$ cat config.mk
export PLATFORM = sky130hd
export DESIGN_NAME = cm_arb
export DESIGN_NICKNAME = d
export VERILOG_FILES = /design/src/rtl/cm_arb.sv
export SDC_FILE = /design/constraint.sdc
export NUM_CORES = 1
export LEC_CHECK = 0
export ABC_CLOCK_PERIOD_IN_PS = 2100
export BUFFER_PORTS_ARGS = -buffer_cell sky130_fd_sc_hd__buf_2
export CELL_PAD_IN_SITES_DETAIL_PLACEMENT = 0
export CELL_PAD_IN_SITES_GLOBAL_PLACEMENT = 2
export CORE_ASPECT_RATIO = 0.8
export CORE_MARGIN = 2
export CORE_UTILIZATION = 24
export CTS_BUF_LIST = sky130_fd_sc_hd__clkbuf_2 sky130_fd_sc_hd__clkbuf_4 sky130_fd_sc_hd__clkbuf_8
export DETAILED_ROUTE_END_ITERATION = 12
export PLACE_DENSITY = 0.95
export SYNTH_ARGS = -nofsm -noshare
export SYNTH_HDL_FRONTEND = slang
export SYNTH_SLANG_ARGS = --single-unit
$ cat constraint.sdc
create_clock -name clk -period 2.1 [get_ports clk]
set_input_delay 0.315 -clock clk [delete_from_list [all_inputs] [get_ports clk]]
set_output_delay 0.315 -clock clk [all_outputs]
set_load 0.01 [all_outputs]
$ cat src/rtl/cm_arb.sv
`default_nettype none
// +--------------------------------------------------------------------+
// | cm_arb : N-to-1 packet arbiter with a registered output stage       |
// | Rev 1.0                                                             |
// +--------------------------------------------------------------------+

package cm_pkg;
  typedef enum logic [0:0] {ARB_MIN = 1'b0, ARB_MAX = 1'b1} t_arb_algo;
endpackage

module cm_arb #(
  parameter int                N        = 4,
  parameter int                W        = 32,
  parameter cm_pkg::t_arb_algo ALGO     = cm_pkg::ARB_MIN,
  parameter bit                PKT_LOCK = 1'b1,
  localparam int               SW       = (N > 1) ? $clog2(N) : 1
) (
  input  logic           clk,
  input  logic           rst,
  input  logic [N-1:0]   s_valid,
  output logic [N-1:0]   s_ready,
  input  logic [N*W-1:0] s_data,
  input  logic [N-1:0]   s_last,
  output logic           m_valid,
  input  logic           m_ready,
  output logic [W-1:0]   m_data,
  output logic           m_last,
  output logic [SW-1:0]  m_sel
);

  typedef enum logic [0:0] {S_IDLE = 1'b0, S_LOCK = 1'b1} t_state;

  t_state        state_q, state_d;
  logic [SW-1:0] g_q, g_d;
  logic [SW-1:0] w_pick;
  logic          m_valid_q;
  logic [W-1:0]  m_data_q;
  logic          m_last_q;
  logic [SW-1:0] m_sel_q;
  logic          w_out_free;
  logic          w_xfer;
  logic [W-1:0]  w_data_arr [N];

  for (genvar i = 0; i < N; i++) begin : g_slice
    assign w_data_arr[i] = s_data[i*W +: W];
  end

  // Later loop iterations overwrite earlier ones, so scan order sets priority.
  if (ALGO == cm_pkg::ARB_MIN) begin : g_min
    always_comb begin
      w_pick = '0;
      for (int i = N - 1; i >= 0; i--) begin
        if (s_valid[i]) w_pick = SW'(i);
      end
    end
  end else begin : g_max
    always_comb begin
      w_pick = '0;
      for (int i = 0; i < N; i++) begin
        if (s_valid[i]) w_pick = SW'(i);
      end
    end
  end

  assign w_out_free = !m_valid_q || m_ready;

  always_comb begin
    state_d = state_q;
    g_d     = g_q;
    s_ready = '0;
    w_xfer  = 1'b0;
    case (state_q)
      S_IDLE: begin
        if (|s_valid) begin
          g_d     = w_pick;
          state_d = S_LOCK;
        end
      end
      S_LOCK: begin
        s_ready[g_q] = w_out_free;
        w_xfer       = s_valid[g_q] && w_out_free;
        if (w_xfer && (!PKT_LOCK || s_last[g_q])) state_d = S_IDLE;
      end
      default: state_d = S_IDLE;
    endcase
  end

  always_ff @(posedge clk) begin
    if (rst) begin
      state_q   <= S_IDLE;
      g_q       <= '0;
      m_valid_q <= 1'b0;
      m_data_q  <= '0;
      m_last_q  <= 1'b0;
      m_sel_q   <= '0;
    end else begin
      state_q <= state_d;
      g_q     <= g_d;
      // A load on the same cycle as a pop keeps m_valid high: no bubble.
      if (w_xfer) begin
        m_valid_q <= 1'b1;
        m_data_q  <= w_data_arr[g_q];
        m_last_q  <= s_last[g_q];
        m_sel_q   <= g_q;
      end else if (m_ready) begin
        m_valid_q <= 1'b0;
      end
    end
  end

  assign m_valid = m_valid_q;
  assign m_data  = m_data_q;
  assign m_last  = m_last_q;
  assign m_sel   = m_sel_q;

endmodule

`default_nettype wire

==> impl_metrics.py, run 1 <==
metrics = {
    "outcome": {
        "status": "finished, final reports clean",
    },
    "cts": {
        "htree_levels": 2,
        "clkSinkCount": 39,
        "cts_setup_buffers": 0,
        "root_buffer": "clkbuf_8",
        "ctsResizeCount": 0,
        "ctsHoldBuffers": 0,
        "clk_pin_slew_worst_paths_ps": 80,
        "cts_tree": "yes",
        "clk_latency_ps": 290,
        "clockBufferDepth": 2,
        "cts_buffers": 5,
    },
    "global_routing": {
        "grt_antenna_before_repair": 0,
        "grt_pass1_vias": 2822,
        "grt_use_met1_pct": 16.0,
        "grt_overflow_total": 0,
        "met2_usage_pct": 23.1,
        "track_usage_pct": 13.1,
        "grt_pass1_wl_microns": 13000,
        "use_met3_pct": 2.95,
        "grt_max_degree": 71,
        "top_usage_layer": "met2",
    },
    "power": {
        "ir_drop_mv": 0.220,
        "combPwrFrac_pct": 33.5,
        "p_clk_share_pct": 27.4,
        "intPower_mw": 1.49,
        "p_leak_nw": 1.62,
        "switching_share_pct": 30.5,
        "switchingPower_mw": 0.655,
        "p_per_area_nw_per_um2": 567,
        "pwr-share-seq_pct": 39.1,
    },
    "min_path": {
        "hold_class": "in2reg",
        "worstHoldPathCells": 4,
    },
    "setup_path": {
        "critPathSlowestCell": "buf_4",
        "worstPathMaxFanout": 38,
        "crit_path_start_kind": "flip-flop",
        "crit_chain": "buf_4 > nand3_1 > nor2_1 > buf_2",
        "critPathKind": "reg2out",
        "critPathRequiredTime_ps": 1780,
        "cp.arrival_ps": 1520,
        "ff2ff_path_depth": 4,
        "critPathCaptureType": "output pin",
        "slowest_delay_ps": 430,
    },
    "synthesis": {
        "syn_area_per_cell_sq_um": 9.89,
        "yosysWarnings": 0,
        "synth_flop_cell": "dfxtp_1",
        "synth_edf_count": 0,
        "ys_types": 20,
        "synthCells": 273,
        "ys_seq_elements": 39,
        "synth_nets": 412,
        "synth_async_sr_flop_share_pct": 0,
        "ys_seq_area_share_pct": 28.9,
        "syn_area_sq_um": 2700,
    },
    "finish": {
        "multi_input_area_sq_um": 1580,
        "n_antenna_cell": 0,
        "area_delta_synth_final_pct": 40.4,
        "fin_area_sq_um": 3790,
        "drive_gt1_share_pct": 54.8,
        "nets": 569,
        "regArea_sq_um": 785,
        "nFillCells": 1143,
    },
    "sta": {
        "finClkSkew_ps": 6.40,
        "grt_setup_unrepaired": "false",
        "final_hold_viol_count": 0,
        "min_period_over_period_pct": 87.5,
        "max_freq_mhz": 544,
        "maxSlewHeadroom_pct": 66.5,
        "period_needed_ps": 1840,
        "fin_tns_setup_ps": 0,
        "setup_viol": 0,
        "slew_violations": 0,
        "tightestPinTransition_ps": 502,
    },
    "floorplanning": {
        "rows": 34,
        "start_util_pct": 24.7,
        "ios": 179,
        "die_height_microns": 98.9,
        "dieArea_sq_um": 12100,
        "dieWidth_microns": 123,
        "design.core.area_sq_um": 10900,
    },
    "routing": {
        "final_antenna_net_count": 0,
        "drtIter0Drc": 88,
        "drc": 0,
        "routed_wl_microns": 8050,
        "num_vias": 2787,
        "vias_per_cell": 4.85,
        "first_pass_iters": 4,
        "wire_per_inst_microns": 14.0,
    },
    "place": {
        "hpwl_microns": 6090,
        "place_area_sq_um": 3690,
        "portBuffers": 178,
        "globalplace.congestion": 0.690,
    },
    "job": {
        "maxCapViolCount": 0,
    },
}
-- per-stage QoR --
step	utilization [%]	cells	setup WS [ps]	power (mW)	hold slack (ps)
finish	34.7	575	262	2.15	436
global route	34.7	575	77.0	2.29	444
CTS	34.7	575	218	2.18	422
detailed placement	33.7	567	458	1.59	521
global placement	33.7	567	494	1.57	513
floorplan	-	273	405	1.33	556
-- logic make-up after synthesis --
group                  synth area share (%)
buffers and inverters                  12.5
DFF                                    28.9
AOI/OAI and AO/OA                      19.0
and+or+nand+nor                        10.8
muxes                                  28.8
-- metal layers --
metal,part of all wire (%),routed length (microns)
met1,44,3510
met2,48,3890
met3,7.1,568
met4,0.93,75
met5,0,0
-- path summary, 6_finish.rpt --
kind	from	to	slack [ps]
hold / removal	s_valid[3]	state_q$_SDFF_PP0_	440
setup / recovery	g_q[1]$_SDFFE_PP0P_	s_ready[3]	260
setup reg to reg	g_q[0]$_SDFFE_PP0P_	m_data[24]$_SDFFE_PP0P_	470
hold reg to reg	m_sel[1]$_SDFFE_PP0P_	m_sel[1]$_SDFFE_PP0P_	530
-- worst max-delay path, delay by kind of cell, from the launching register on --
kind / cells / cell delay [ps]
simple gates: 2 / 300
buf+inv: 2 / 570
flops: 1 / 350
-- area by class of cell --
cell class,instances,area share [%]
Tap cell,144,4.75
Multi-Input combinational cell,159,41.8
Inverter,38,3.76
Timing Repair Buffer,187,26.3
Clock buffer,8,2.74
Sequential cell,39,20.7
-- flip-flops by register name (all words and copies together), names as in the netlist --
signal	flops
state_q	1
m_data	32
m_sel	2
m_valid	1
g_q	2
m_last	1
-- Yosys cell counts (6+ instances only) --
| master | n | share of area [%] |
|---|---|---|
| a21oi_1 | 37 | 6.9 |
| a31o_1 | 35 | 11 |
| buf_1 | 8 | 1.1 |
| buf_2 | 6 | 1.1 |
| buf_6 | 6 | 2.5 |
| clkbuf_1 | 16 | 2.2 |
| dfxtp_1 | 39 | 29 |
| inv_1 | 38 | 5.3 |
| mux4_2 | 34 | 28 |
| nand4_1 | 35 | 8.1 |
| nor2_1 | 6 | 0.83 |
-- layout by cell type, fill, tap and decap left out --
cell type and count:
nor4_1 1, buf_12 3, clkbuf_8 7, a21oi_1 37, inv_1 38, buf_4 6
nor3_1 2, nand4_1 35, clkbuf_4 1, nand2_1 1, o221a_2 2, dfxtp_1 36
mux2_2 1, nand2b_1 1, nand3_1 2, dfxtp_2 3, a31o_1 35, mux4_2 34
nor2_1 6, buf_2 178, and3_1 1, nand2b_2 1
-- power groups by stage --
stage | Clock [mW] | Combinational, mW | Sequential, mW
floorplan | 0 | 0.462 | 0.871
global placement | 0 | 0.713 | 0.856
detailed placement | 0 | 0.728 | 0.858
CTS | 0.613 | 0.731 | 0.841
global route | 0.645 | 0.796 | 0.849
finish | 0.588 | 0.720 | 0.840
Note: power is estimated with default switching activity, not from simulation.
==> run 2, diff against run 1 <==
ABC_CLOCK_PERIOD_IN_PS = 2300   (was 2100)
CORE_UTILIZATION = 25   (was 24)
clock period = 2.3 ns   (was 2.1 ns; I/O delays follow)
==> impl_metrics.py, run 2 (synthesized netlist as in run 1, its figures left out) <==
metrics = {
    "setup_path": {
        "reg2reg_from": "g_q[0]$_SDFFE_PP0P_",
        "worstPathMaxFanout": 38,
        "crit_path_start_kind": "flip-flop",
        "reg2reg_to": "m_data[13]$_SDFFE_PP0P_",
        "critPathKind": "reg2out",
        "critPathCaptureType": "output pin",
        "startpoint": "g_q[1]$_SDFFE_PP0P_",
        "critPathRequiredTime_ps": 1960,
        "reg2reg_slack_ps": 530,
        "ff2ff_path_depth": 5,
        "setup.worst_path.end": "s_ready[2]",
        "cp.arrival_ps": 1540,
    },
    "routing": {
        "vias_per_cell": 4.88,
        "first_pass_iters": 4,
        "drtIter0Drc": 101,
        "num_vias": 2799,
        "wire_per_inst_microns": 14.0,
        "routed_wl_microns": 8030,
        "final_antenna_net_count": 0,
        "drc": 0,
    },
    "outcome": {
        "status": "finished, final reports clean",
    },
    "power": {
        "finalPower_mw": 1.94,
        "p_leak_nw": 1.62,
        "ir_drop_mv": 0.246,
        "p_per_area_nw_per_um2": 515,
    },
    "global_routing": {
        "grt_pass1_wl_microns": 13300,
        "grt_overflow_total": 0,
        "track_usage_pct": 13.9,
        "grt_antenna_before_repair": 0,
        "grt_pass1_vias": 2802,
        "grt_max_degree": 40,
    },
    "sta": {
        "period_needed_ps": 1880,
        "slew_violations": 0,
        "final_hold_viol_count": 0,
        "max_freq_mhz": 531,
        "maxSlewHeadroom_pct": 65.9,
        "tightestPinTransition_ps": 511,
        "finClkSkew_ps": 6.86,
        "grt_setup_unrepaired": "false",
        "min_period_over_period_pct": 82.0,
        "setup_viol": 0,
        "fin_tns_setup_ps": 0,
    },
    "finish": {
        "nFillCells": 1067,
        "final_cell_mix": "buf_2 (178), inv_1 (38), a21oi_1 (37)",
        "area_delta_synth_final_pct": 39.7,
        "drive_gt1_share_pct": 55.1,
        "largest_register_ff_count": 32,
        "n_antenna_cell": 0,
        "fin_area_sq_um": 3770,
        "multi_input_area_sq_um": 1580,
        "final_common_cell": "buf_2",
        "nets": 572,
        "regArea_sq_um": 785,
    },
    "cts": {
        "root_buffer": "clkbuf_8",
        "clkSinkCount": 39,
        "htree_levels": 2,
        "ctsResizeCount": 0,
        "cts_buffers": 5,
        "ctsHoldBuffers": 0,
        "clockBufferDepth": 2,
        "cts_setup_buffers": 0,
        "clk_latency_ps": 290,
        "clk_pin_slew_worst_paths_ps": 80,
        "cts_tree": "yes",
    },
    "place": {
        "globalplace.congestion": 0.689,
        "portBuffers": 178,
        "place_area_sq_um": 3670,
        "hpwl_microns": 6170,
    },
    "floorplanning": {
        "start_util_pct": 26.1,
        "dieWidth_microns": 120,
        "design.core.area_sq_um": 10400,
        "ios": 179,
        "die_height_microns": 97.0,
        "rows": 33,
        "dieArea_sq_um": 11700,
    },
    "job": {
        "maxCapViolCount": 0,
    },
    "min_path": {
        "hold_class": "in2reg",
    },
}
-- run 2: cell types whose count changed in the layout (fill, tap and decap cells not counted) --
cell,delta
buf_12,-3
buf_4,+6
-- run 2: power by group --
| group | switching [mW] | internal (mW) |
|---|---|---|
| Sequential | 0.0366 | 0.731 |
| Clock | 0.243 | 0.286 |
| Combinational | 0.308 | 0.337 |
-- run 2: how the worst min path moves through the flow --
stage                           startpoint                     end  cells after the start
floorplan           m_data[0]$_SDFFE_PP0P_  m_data[0]$_SDFFE_PP0P_                      3
global placement    m_data[3]$_SDFFE_PP0P_  m_data[3]$_SDFFE_PP0P_                      3
detailed placement  m_data[7]$_SDFFE_PP0P_  m_data[7]$_SDFFE_PP0P_                      3
CTS                             s_valid[3]      state_q$_SDFF_PP0_                      4
global route                    s_valid[1]     g_q[1]$_SDFFE_PP0P_                      3
finish                          s_valid[3]      state_q$_SDFF_PP0_                      4
-- run 2: final cells by class --
cell class,count,share of cell area (%)
inverter,38,3.78
tap,140,4.64
timing repair buffer,190,26.0
clock buffer,8,2.75
sequential,39,20.8
multi-input combinational,159,42.0
-- run 2: metrics by stage --
stage,util (%),instances,setup WS [ps],hold WS [ps]
final,36.4,574,415,466
after global routing,36.4,574,233,469
after CTS,36.4,574,383,446
after detailed placement,35.4,566,541,518
after global placement,35.4,566,617,515
after floorplan,-,273,575,556
-- run 2: worst max-delay path, cell delays in order (launching register included) --
cell and delay, ps:
dfxtp_2 350, buf_4 450, nand3_1 180, nor2_1 130, buf_2 140
-- run 2: per-layer routing --
layer | global-route usage (%) | vias up | wire (microns)
li1 | - | 1363 | -
met1 | 17.4 | 1324 | 3600
met2 | 24.3 | 110 | 3830
met3 | 2.95 | 2 | 561
met4 | 3.17 | 0 | 40
met5 | 0 | - | 0
